## config.mk

```make
export PLATFORM = sky130hd
export DESIGN_NAME = theta_apply_flat
export DESIGN_NICKNAME = d
export VERILOG_FILES = /design/src/rtl/theta_apply_pkg.sv /design/src/rtl/theta_apply_if.sv /design/src/rtl/theta_apply_ctrl.sv /design/src/rtl/theta_apply_dp.sv /design/src/rtl/theta_slice_xor.sv /design/src/rtl/theta_apply.sv /design/src/flat_wrapper.sv
export SDC_FILE = /design/constraint.sdc
export NUM_CORES = 1
export LEC_CHECK = 0
export CORE_MARGIN = 2
export CORE_UTILIZATION = 48
export CTS_CLUSTER_DIAMETER = 60
export DETAILED_ROUTE_END_ITERATION = 10
export PLACE_DENSITY = 0.85
export SYNTH_ARGS = -nofsm -noshare
export SYNTH_HDL_FRONTEND = slang
export SYNTH_SLANG_ARGS = --single-unit
```

## constraint.sdc

```tcl
create_clock -name clk -period 3.56 [get_ports clk]
set_input_delay 0.356 -clock clk [delete_from_list [all_inputs] [get_ports clk]]
set_output_delay 0.356 -clock clk [all_outputs]
set_load 0.1 [all_outputs]
```

## src/rtl/theta_apply_pkg.sv

```systemverilog
// Shared constants and FSM state type for the theta_apply slice engine.
// No ports: holds default geometry (slices, lanes), column count,
// address width and the controller state enumeration.
package theta_apply_pkg;
   localparam int unsigned SLICES_DEF = 64;
   localparam int unsigned LANES_DEF  = 25;
   localparam int unsigned COLS       = 5;
   localparam int unsigned AW         = 6;

   typedef enum logic [2:0] {
      S_IDLE,
      S_RD_PREV,
      S_CAP_PREV,
      S_RD_CUR,
      S_CAP_CUR,
      S_WRITE,
      S_DONE
   } state_e;
endpackage

```

## src/rtl/theta_apply_if.sv

```systemverilog
// Bus bundle for theta_apply: control handshake, parity-memory read port,
// slice-memory read port and result write port.
// slave  : the engine side (drives strobes, addresses, results)
// master : the environment side (drives start and memory read data)
interface theta_apply_if;
   import theta_apply_pkg::*;

   logic                      start;
   logic                      ready;
   logic                      done;
   logic                      par_rd;
   logic [AW-1:0]             par_addr;
   logic [COLS-1:0]           par_data;
   logic                      in_rd;
   logic [AW-1:0]             in_addr;
   logic [LANES_DEF-1:0]      in_data;
   logic                      out_wr;
   logic [AW-1:0]             out_addr;
   logic [LANES_DEF-1:0]      out_data;

   modport slave (
      input  start, par_data, in_data,
      output ready, done, par_rd, par_addr, in_rd, in_addr,
             out_wr, out_addr, out_data
   );

   modport master (
      output start, par_data, in_data,
      input  ready, done, par_rd, par_addr, in_rd, in_addr,
             out_wr, out_addr, out_data
   );
endinterface

```

## src/rtl/theta_apply_ctrl.sv

```systemverilog
// Control FSM and z counter for theta_apply.
// Ports: clk_i/rst_i, start_i; ready_o/done_o handshake; memory strobes
// and addresses; cap_prev_o/cap_cur_o/write_o steer the datapath registers.
module theta_apply_ctrl
   import theta_apply_pkg::*;
#(
   parameter int unsigned SLICES = SLICES_DEF
) (
   input  logic          clk_i,
   input  logic          rst_i,
   input  logic          start_i,
   output logic          ready_o,
   output logic          done_o,
   output logic          par_rd_o,
   output logic [AW-1:0] par_addr_o,
   output logic          in_rd_o,
   output logic [AW-1:0] in_addr_o,
   output logic          out_wr_o,
   output logic [AW-1:0] out_addr_o,
   output logic          cap_prev_o,
   output logic          cap_cur_o,
   output logic          write_o
);
   localparam logic [AW-1:0] LAST = AW'(SLICES - 1);

   state_e        state_q, state_d;
   logic [AW-1:0] z_q, z_d;

   always_ff @(posedge clk_i) begin
      if (rst_i) begin
         state_q <= S_IDLE;
         z_q     <= '0;
      end else begin
         state_q <= state_d;
         z_q     <= z_d;
      end
   end

   always_comb begin
      state_d    = state_q;
      z_d        = z_q;
      ready_o    = 1'b0;
      done_o     = 1'b0;
      par_rd_o   = 1'b0;
      par_addr_o = '0;
      in_rd_o    = 1'b0;
      in_addr_o  = '0;
      out_wr_o   = 1'b0;
      out_addr_o = '0;
      cap_prev_o = 1'b0;
      cap_cur_o  = 1'b0;
      write_o    = 1'b0;
      unique case (state_q)
         S_IDLE: begin
            ready_o = 1'b1;
            if (start_i) begin
               state_d = S_RD_PREV;
               z_d     = '0;
            end
         end
         S_RD_PREV: begin
            // parity of the last slice is the wrap-around neighbour of z=0
            par_rd_o   = 1'b1;
            par_addr_o = LAST;
            state_d    = S_CAP_PREV;
         end
         S_CAP_PREV: begin
            cap_prev_o = 1'b1;
            state_d    = S_RD_CUR;
         end
         S_RD_CUR: begin
            par_rd_o   = 1'b1;
            par_addr_o = z_q;
            in_rd_o    = 1'b1;
            in_addr_o  = z_q;
            state_d    = S_CAP_CUR;
         end
         S_CAP_CUR: begin
            cap_cur_o = 1'b1;
            state_d   = S_WRITE;
         end
         S_WRITE: begin
            out_wr_o   = 1'b1;
            out_addr_o = z_q;
            write_o    = 1'b1;
            if (z_q == LAST) begin
               state_d = S_DONE;
            end else begin
               z_d     = z_q + 1'b1;
               state_d = S_RD_CUR;
            end
         end
         S_DONE: begin
            done_o  = 1'b1;
            state_d = S_IDLE;
         end
         default: state_d = S_IDLE;
      endcase
   end
endmodule

```

## src/rtl/theta_apply_dp.sv

```systemverilog
// Datapath for theta_apply: previous/current parity and slice registers
// plus the combinational theta step.
// Ports: clk_i/rst_i; cap_prev_i/cap_cur_i/write_i from the controller;
// par_data_i/in_data_i from memories; out_data_o result (zero when idle).
module theta_apply_dp
   import theta_apply_pkg::*;
#(
   parameter int unsigned LANES = LANES_DEF
) (
   input  logic                 clk_i,
   input  logic                 rst_i,
   input  logic                 cap_prev_i,
   input  logic                 cap_cur_i,
   input  logic                 write_i,
   input  logic [COLS-1:0]      par_data_i,
   input  logic [LANES-1:0]     in_data_i,
   output logic [LANES_DEF-1:0] out_data_o
);
   logic [COLS-1:0]      prev_q, prev_d;
   logic [COLS-1:0]      cur_q, cur_d;
   logic [LANES-1:0]     slice_q, slice_d;
   logic [LANES_DEF-1:0] xor_out;

   always_comb begin
      prev_d  = prev_q;
      cur_d   = cur_q;
      slice_d = slice_q;
      if (cap_prev_i) prev_d = par_data_i;
      if (cap_cur_i) begin
         cur_d   = par_data_i;
         slice_d = in_data_i;
      end
      // the current parity becomes the z-1 neighbour for the next slice
      if (write_i) prev_d = cur_q;
   end

   always_ff @(posedge clk_i) begin
      if (rst_i) begin
         prev_q  <= '0;
         cur_q   <= '0;
         slice_q <= '0;
      end else begin
         prev_q  <= prev_d;
         cur_q   <= cur_d;
         slice_q <= slice_d;
      end
   end

   theta_slice_xor u_xor (
      .slice_i (slice_q),
      .cur_i   (cur_q),
      .prev_i  (prev_q),
      .out_o   (xor_out)
   );

   assign out_data_o = write_i ? xor_out : '0;
endmodule

```

## src/rtl/theta_slice_xor.sv

```systemverilog
// Combinational theta step for one 5x5 slice.
// slice_i : 25-bit slice, bit index x + 5*y
// cur_i   : column parity of this slice, bit x
// prev_i  : column parity of the previous slice (z-1), bit x
// out_o   : slice with D[x] = cur[x-1] ^ prev[x+1] folded into every row
module theta_slice_xor
   import theta_apply_pkg::*;
(
   input  logic [LANES_DEF-1:0] slice_i,
   input  logic [COLS-1:0]      cur_i,
   input  logic [COLS-1:0]      prev_i,
   output logic [LANES_DEF-1:0] out_o
);
   always_comb begin
      out_o = slice_i;
      for (int unsigned x = 0; x < COLS; x++) begin
         for (int unsigned y = 0; y < COLS; y++) begin
            out_o[x + COLS*y] = slice_i[x + COLS*y]
                              ^ cur_i[(x + COLS - 1) % COLS]
                              ^ prev_i[(x + 1) % COLS];
         end
      end
   end
endmodule

```

## src/rtl/theta_apply.sv

```systemverilog
// theta_apply top: streams 64 slices through the theta column-parity step,
// reading parity C[x] and slice data from external memories and writing
// each result slice once, in ascending z order.
// Ports: clk, rst (sync, active high); bus (theta_apply_if.slave) carrying
// start/ready/done, parity read port, slice read port and result write port.
module theta_apply
   import theta_apply_pkg::*;
#(
   parameter int unsigned SLICES = SLICES_DEF,
   parameter int unsigned LANES  = LANES_DEF
) (
   input  logic           clk,
   input  logic           rst,
   theta_apply_if.slave   bus
);
   logic cap_prev, cap_cur, write_en;

   theta_apply_ctrl #(.SLICES(SLICES)) u_ctrl (
      .clk_i      (clk),
      .rst_i      (rst),
      .start_i    (bus.start),
      .ready_o    (bus.ready),
      .done_o     (bus.done),
      .par_rd_o   (bus.par_rd),
      .par_addr_o (bus.par_addr),
      .in_rd_o    (bus.in_rd),
      .in_addr_o  (bus.in_addr),
      .out_wr_o   (bus.out_wr),
      .out_addr_o (bus.out_addr),
      .cap_prev_o (cap_prev),
      .cap_cur_o  (cap_cur),
      .write_o    (write_en)
   );

   theta_apply_dp #(.LANES(LANES)) u_dp (
      .clk_i      (clk),
      .rst_i      (rst),
      .cap_prev_i (cap_prev),
      .cap_cur_i  (cap_cur),
      .write_i    (write_en),
      .par_data_i (bus.par_data),
      .in_data_i  (bus.in_data),
      .out_data_o (bus.out_data)
   );
endmodule

```

## src/flat_wrapper.sv

```systemverilog
// flat-port wrapper written by rule: the top's interface ports become plain ports
module theta_apply_flat import theta_apply_pkg::*;
#(
   parameter int unsigned SLICES = SLICES_DEF,
   parameter int unsigned LANES  = LANES_DEF
)
  (clk, rst, bus_start, bus_par_data, bus_in_data, bus_ready, bus_done, bus_par_rd, bus_par_addr, bus_in_rd, bus_in_addr, bus_out_wr, bus_out_addr, bus_out_data);
  theta_apply_if bus_i ();
  input  logic clk;
  input  logic rst;
  input wire logic [$bits(bus_i.start)-1:0] bus_start;
  input wire logic [$bits(bus_i.par_data)-1:0] bus_par_data;
  input wire logic [$bits(bus_i.in_data)-1:0] bus_in_data;
  output wire logic [$bits(bus_i.ready)-1:0] bus_ready;
  output wire logic [$bits(bus_i.done)-1:0] bus_done;
  output wire logic [$bits(bus_i.par_rd)-1:0] bus_par_rd;
  output wire logic [$bits(bus_i.par_addr)-1:0] bus_par_addr;
  output wire logic [$bits(bus_i.in_rd)-1:0] bus_in_rd;
  output wire logic [$bits(bus_i.in_addr)-1:0] bus_in_addr;
  output wire logic [$bits(bus_i.out_wr)-1:0] bus_out_wr;
  output wire logic [$bits(bus_i.out_addr)-1:0] bus_out_addr;
  output wire logic [$bits(bus_i.out_data)-1:0] bus_out_data;
  assign bus_i.start = bus_start;
  assign bus_i.par_data = bus_par_data;
  assign bus_i.in_data = bus_in_data;
  assign bus_ready = bus_i.ready;
  assign bus_done = bus_i.done;
  assign bus_par_rd = bus_i.par_rd;
  assign bus_par_addr = bus_i.par_addr;
  assign bus_in_rd = bus_i.in_rd;
  assign bus_in_addr = bus_i.in_addr;
  assign bus_out_wr = bus_i.out_wr;
  assign bus_out_addr = bus_i.out_addr;
  assign bus_out_data = bus_i.out_data;
  theta_apply #(.SLICES(SLICES), .LANES(LANES)) u_core (.clk(clk), .rst(rst), .bus(bus_i));
endmodule
```

Yosys cells after proc, flatten, opt, wreduce, memory -nomap -nowiden
Index checks and enable logic that the tools add are counted.
- bits in registers: 44
- input port bits: 33
- output and inout bits: 48
- word-level logic and storage cells: 89
- add/subtract/negate cells: 1
- equal/unequal tests: 9
- mux-type cells: 19
- bitwise logic cells: 50
- reduce and logical (&&, ||, !) cells: 5
- operator list (cell ; count):
    bitwise XOR 1 bit ; 50
    2-to-1 mux 25 bit ; 1
    2-to-1 mux 6 bit ; 4
    case mux 6 bit (2 select lines) ; 2
    case mux 3 bit (6 select lines) ; 1
    2-to-1 mux 5 bit ; 2
    equality test 3 bit, second input constant ; 3
    2-to-1 mux 1 bit ; 7
    adder 6 x 1 -> 6 bit, second input constant ; 1
    equality test 3 x 2 -> 1 bit, second input constant ; 2
    equality test 6 bit, second input constant ; 1
    2-to-1 mux 3 bit ; 2
    inequality test 2 bit, second input constant ; 2
    nonzero test 2 bit ; 2
    equality test 3 x 1 -> 1 bit, second input constant ; 1
    logical NOT 3 bit ; 1
    AND reduction 3 bit ; 1
    OR reduction 2 bit ; 1

Depth between registers and ports, before layout
- depth in word-level cells: 4
- depth in mapped cells: 8
- gate-level depth less buffers: 5

Hierarchy
From an unflattened synthesis, not the netlist that was laid out.
- cells, all modules: 263
- area, all modules: 2776.4 µm²
- modules (own cells, without submodules) (module ; instances ; cells each ; area an instance (µm²) ; seq. area each (µm²)):
    theta_apply_dp ; 1 ; 148 ; 1531.5 ; 700.7
    theta_apply_ctrl ; 1 ; 85 ; 625.6 ; 180.2
    theta_slice_xor ; 1 ; 30 ; 619.3 ; 0.0

Worst setup path before layout
OpenSTA, ideal clock, no wires.
- path kind: register -> output
- from: reg u_core.u_ctrl.state_q[2]
- to: out bus_in_addr[0]
- arrival time: 2909 ps
- data required time: 3204 ps
- path slack: 295 ps
- cell stages (with the launch flop): 6
- buffers on the path: 1
- cells stage by stage: dfxtp_1 > buf_4 > nand2b_1 > inv_1 > nand2_1 > nor2_1
- longest elaborated chain between the ends: 2
- RTL lines (element ; RTL line ; source):
    start, declared ; theta_apply_ctrl.sv:26 ; state_e state_q, state_d;
    start signal, assigned ; theta_apply_ctrl.sv:34 ; state_q <= state_d;
    equality test 3 x 2 -> 1 bit ; theta_apply_ctrl.sv:53 ; unique case (state_q)
    2-to-1 mux 6 bit ; theta_apply_ctrl.sv:53 ;
    end, declared ; flat_wrapper.sv:19 ; output wire logic [$bits(bus_i.in_addr)-1:0] bus_in_addr;
No other way between the ends.

Worst setup path after layout
- from: reg u_core.u_ctrl.state_q[1]
- to: out bus_done
- longest elaborated chain between the ends: 2
- RTL lines (element ; RTL line ; source):
    equality test 3 bit ; theta_apply_ctrl.sv:53 ;
    2-to-1 mux 1 bit ; theta_apply_ctrl.sv:53 ;
    end, declared ; flat_wrapper.sv:15 ; output wire logic [$bits(bus_i.done)-1:0] bus_done;
No other way between the ends.

==> flow_summary.json <==
{
  "finalWirelength_um": 5580,
  "power.net_switching_mw": 0.334,
  "crit_path_max_fanout": 15,
  "die_w_um": 72.1,
  "root_buffer": "clkbuf_8",
  "routed_via_density": 5.03,
  "hold_viol_final": 0,
  "maxCapViolations": 0,
  "synth_mux_area_frac": 0.0180,
  "fmax_ghz": 0.374,
  "p_int_mw": 0.754,
  "cp.arrival_ns": 2.32,
  "worstSetupPathType": "flip-flop to primary output",
  "period_needed_ns": 2.68,
  "fillers": 414,
  "antenna_found_initial": 0,
  "synth-xor-area-share": 0.118,
  "clkPwrFrac": 0.292,
  "drt-initial-drc-count": 138,
  "clk_latency_ns": 0.29,
  "core-area_mm2": 0.00441,
  "status": "finished clean",
  "netlist_area_mm2": 0.00223,
  "cp-start-kind": "flip-flop",
  "portBuffers": 80,
  "ff_latch_area_um2": 881,
  "setup_viol": 0,
  "overflow": 0,
  "syn_inst": 304,
  "synth_seq_cells": 44,
  "finalSetupTns_ns": 0,
  "yosysWarnings": 0,
  "area_delta_synth_final_pct": 34.6,
  "synth_compound_area_frac": 0.139,
  "worst_pin_slew_ns": 0.968,
  "ys_seq_area_frac": 0.395,
  "cts_buffer_depth": 2,
  "ctsResizeCount": 0,
  "post-route-period-util": 0.752,
  "synth_cell_types": 31,
  "hp-class": "flip-flop to flip-flop",
  "grt_pass1_wl_um": 9050,
  "numCtsBuffers": 5,
  "place_area_mm2": 0.00291,
  "place_congestion": 0.817,
  "syn-num-nets": 338,
  "drv_slew": 0,
  "synth_simple_gate_area_frac": 0.266,
  "num_antenna_cells": 0,
  "placed_cells": 419,
  "grt_pass1_vias": 1975,
  "layout-drive-gt1-share": 0.163,
  "slowest_delay_ns": 1.14,
  "skew_ns": 0.00127,
  "cts_setup_buffers": 0,
  "grt_use_total": 0.222,
  "start_util": 0.505,
  "firstDrtPassIters": 4,
  "finish.utilization": 0.679,
  "path_clk_slew_ns": 0.08,
  "crit_chain": "nand2_1, nor2_1, clkdlybuf4s50_1",
  "fin_area_mm2": 0.00300,
  "crit_buf_inv": 1,
  "relSlewSlack": 0.353,
  "fin_nets": 408,
  "endpoint_kind": "primary output",
  "multi_input_area_mm2": 0.00122,
  "p_comb_frac": 0.228,
  "fp-row-count": 24,
  "cts_tree": "done",
  "drtAntennaViolNets": 0,
  "power_density_mw_per_mm2": 363,
  "ir_drop_mv": 0.227,
  "p_seq_frac": 0.480,
  "synth_top_family_by_area": "simple AND/OR/NAND/NOR gates",
  "ios": 81,
  "vias": 2149,
  "route.detailed.drc": 0,
  "h-tree-depth": 2,
  "rsz0062_at_grt": "false",
  "final_cells": 427,
  "synth_adder_area_share": 0.00561,
  "routedWlPerCell_um": 13.1,
  "dieHeight_um": 72.1,
  "cts_num_sinks": 44,
  "holdBufCountCts": 0,
  "dieArea_mm2": 0.00520,
  "syn-mean-instance-area_um2": 7.33,
  "netSwitchingFraction": 0.307,
  "hold_ws_ns": 0.469,
  "dp_hpwl_um": 3910,
  "grt_max_degree": 39,
  "cp_slowest_cell": "clkdlybuf4s50_1",
  "cp_top_family": "buffers and inverters",
  "p_leak_nw": 1.12,
  "required_ns": 3.20
}
[layout make-up]
| cell class | count | share of cell area |
|---|---|---|
| Clock buffer | 8 | 0.0300 |
| Inverter | 10 | 0.0142 |
| Tap cell | 52 | 0.0217 |
| Timing Repair Buffer | 82 | 0.234 |
| Sequential cell | 44 | 0.294 |
| Multi-Input combinational cell | 231 | 0.407 |
[flip-flops by register name (all words and copies together), names as in the netlist]
| signal | flops |
|---|---|
| u_core.u_ctrl.state_q | 3 |
| u_core.u_ctrl.z_q | 6 |
| u_core.u_dp.cur_q | 5 |
| u_core.u_dp.prev_q | 5 |
| u_core.u_dp.slice_q | 25 |
[worst reg2reg max path: cells and delay by family, from the launching register on]
family	cells	cell delay, ns
buffers and inverters	1	0.19
AND/OR/NAND/NOR	1	0.54
AO/OA/AOI/OAI	2	0.59
flip-flops	1	0.68
[logic make-up after synthesis]
group                      after synthesis
AOI/OAI and AO/OA                       55
xor gates and xnor gates                30
adders and majority gates                1
buffers and inverters                   29
DFF                                     44
muxes                                    4
and+or+nand+nor                        141
[per-stage QoR]
step	power (mW)	setup WS (ns)
4_1_cts	1.10	0.885
3_5_place_dp	0.782	1.20
6_report	1.09	0.883
3_3_place_gp	0.778	1.26
2_1_floorplan	0.709	0.295
5_1_grt	1.14	0.770
[power by group through the flow]
stage / Combinational [mW] / Sequential, mW / Clock [mW]
3_3_place_gp: 0.246 / 0.532 / 0
6_report: 0.248 / 0.522 / 0.318
3_5_place_dp: 0.248 / 0.533 / 0
5_1_grt: 0.264 / 0.524 / 0.348
2_1_floorplan: 0.184 / 0.524 / 0
4_1_cts: 0.249 / 0.522 / 0.326
[cell usage after synthesis]
cell      number  area share
dfxtp_1       44        0.40
nor3_4         1      0.0073
xnor2_1       25       0.098
nor3_1         1      0.0022
nor4_2         1      0.0056
nand2_1       80        0.13
or3_1          1      0.0028
nand2b_1       2      0.0056
a311oi_1       5       0.020
a21o_1         2      0.0067
buf_6          1      0.0051
or4_1          1      0.0034
nand3b_4       1      0.0090
a21oi_2        1      0.0039
a21boi_1       1      0.0034
nor2_1        46       0.077
buf_4          2      0.0067
xor2_1         5       0.020
inv_1          9       0.015
or2_2          1      0.0028
clkbuf_1      14       0.024
ha_1           1      0.0056
nor4_1         2      0.0056
buf_1          1      0.0017
buf_2          1      0.0022
clkinv_4       1      0.0039
mux2i_1        4       0.018
o31ai_1        2      0.0067
nand3_1        4      0.0090
a21oi_1       42       0.094
o21ai_0        2      0.0045
[cell usage in the layout (no fill, tap or decap), drive strengths merged, types with 8 or more instances in the layout]
cell type	count
nor2	46
nand2	80
clkdlybuf4s50	34
a21oi	43
dfxtp	44
xnor2	25
inv	9
buf	48
clkbuf	8
[worst paths after layout]
path	slack, ns	from	to	cells after the start
setup / recovery	0.88	u_core.u_ctrl.state_q[1]$_SDFFE_PP0P_	bus_done	3
hold / removal	0.47	u_core.u_dp.slice_q[11]$_SDFFE_PP0P_	u_core.u_dp.slice_q[11]$_SDFFE_PP0P_	2
setup reg to reg	1.46	u_core.u_ctrl.state_q[1]$_SDFFE_PP0P_	u_core.u_dp.prev_q[2]$_SDFFE_PP0P_	4
hold reg to reg	0.47	u_core.u_dp.slice_q[11]$_SDFFE_PP0P_	u_core.u_dp.slice_q[11]$_SDFFE_PP0P_	2
[routing by layer]
| layer | routed length [um] | up-vias | part of all wire | track usage |
|---|---|---|---|---|
| li1 | - | 1114 | - | - |
| met1 | 2430 | 990 | 0.43 | 0.296 |
| met2 | 2890 | 43 | 0.52 | 0.361 |
| met3 | 218 | 2 | 0.039 | 0.0472 |
| met4 | 41 | 0 | 0.0073 | 0.0671 |
| met5 | 0 | - | 0 | 0 |
Power figures use the tool's default switching activity.
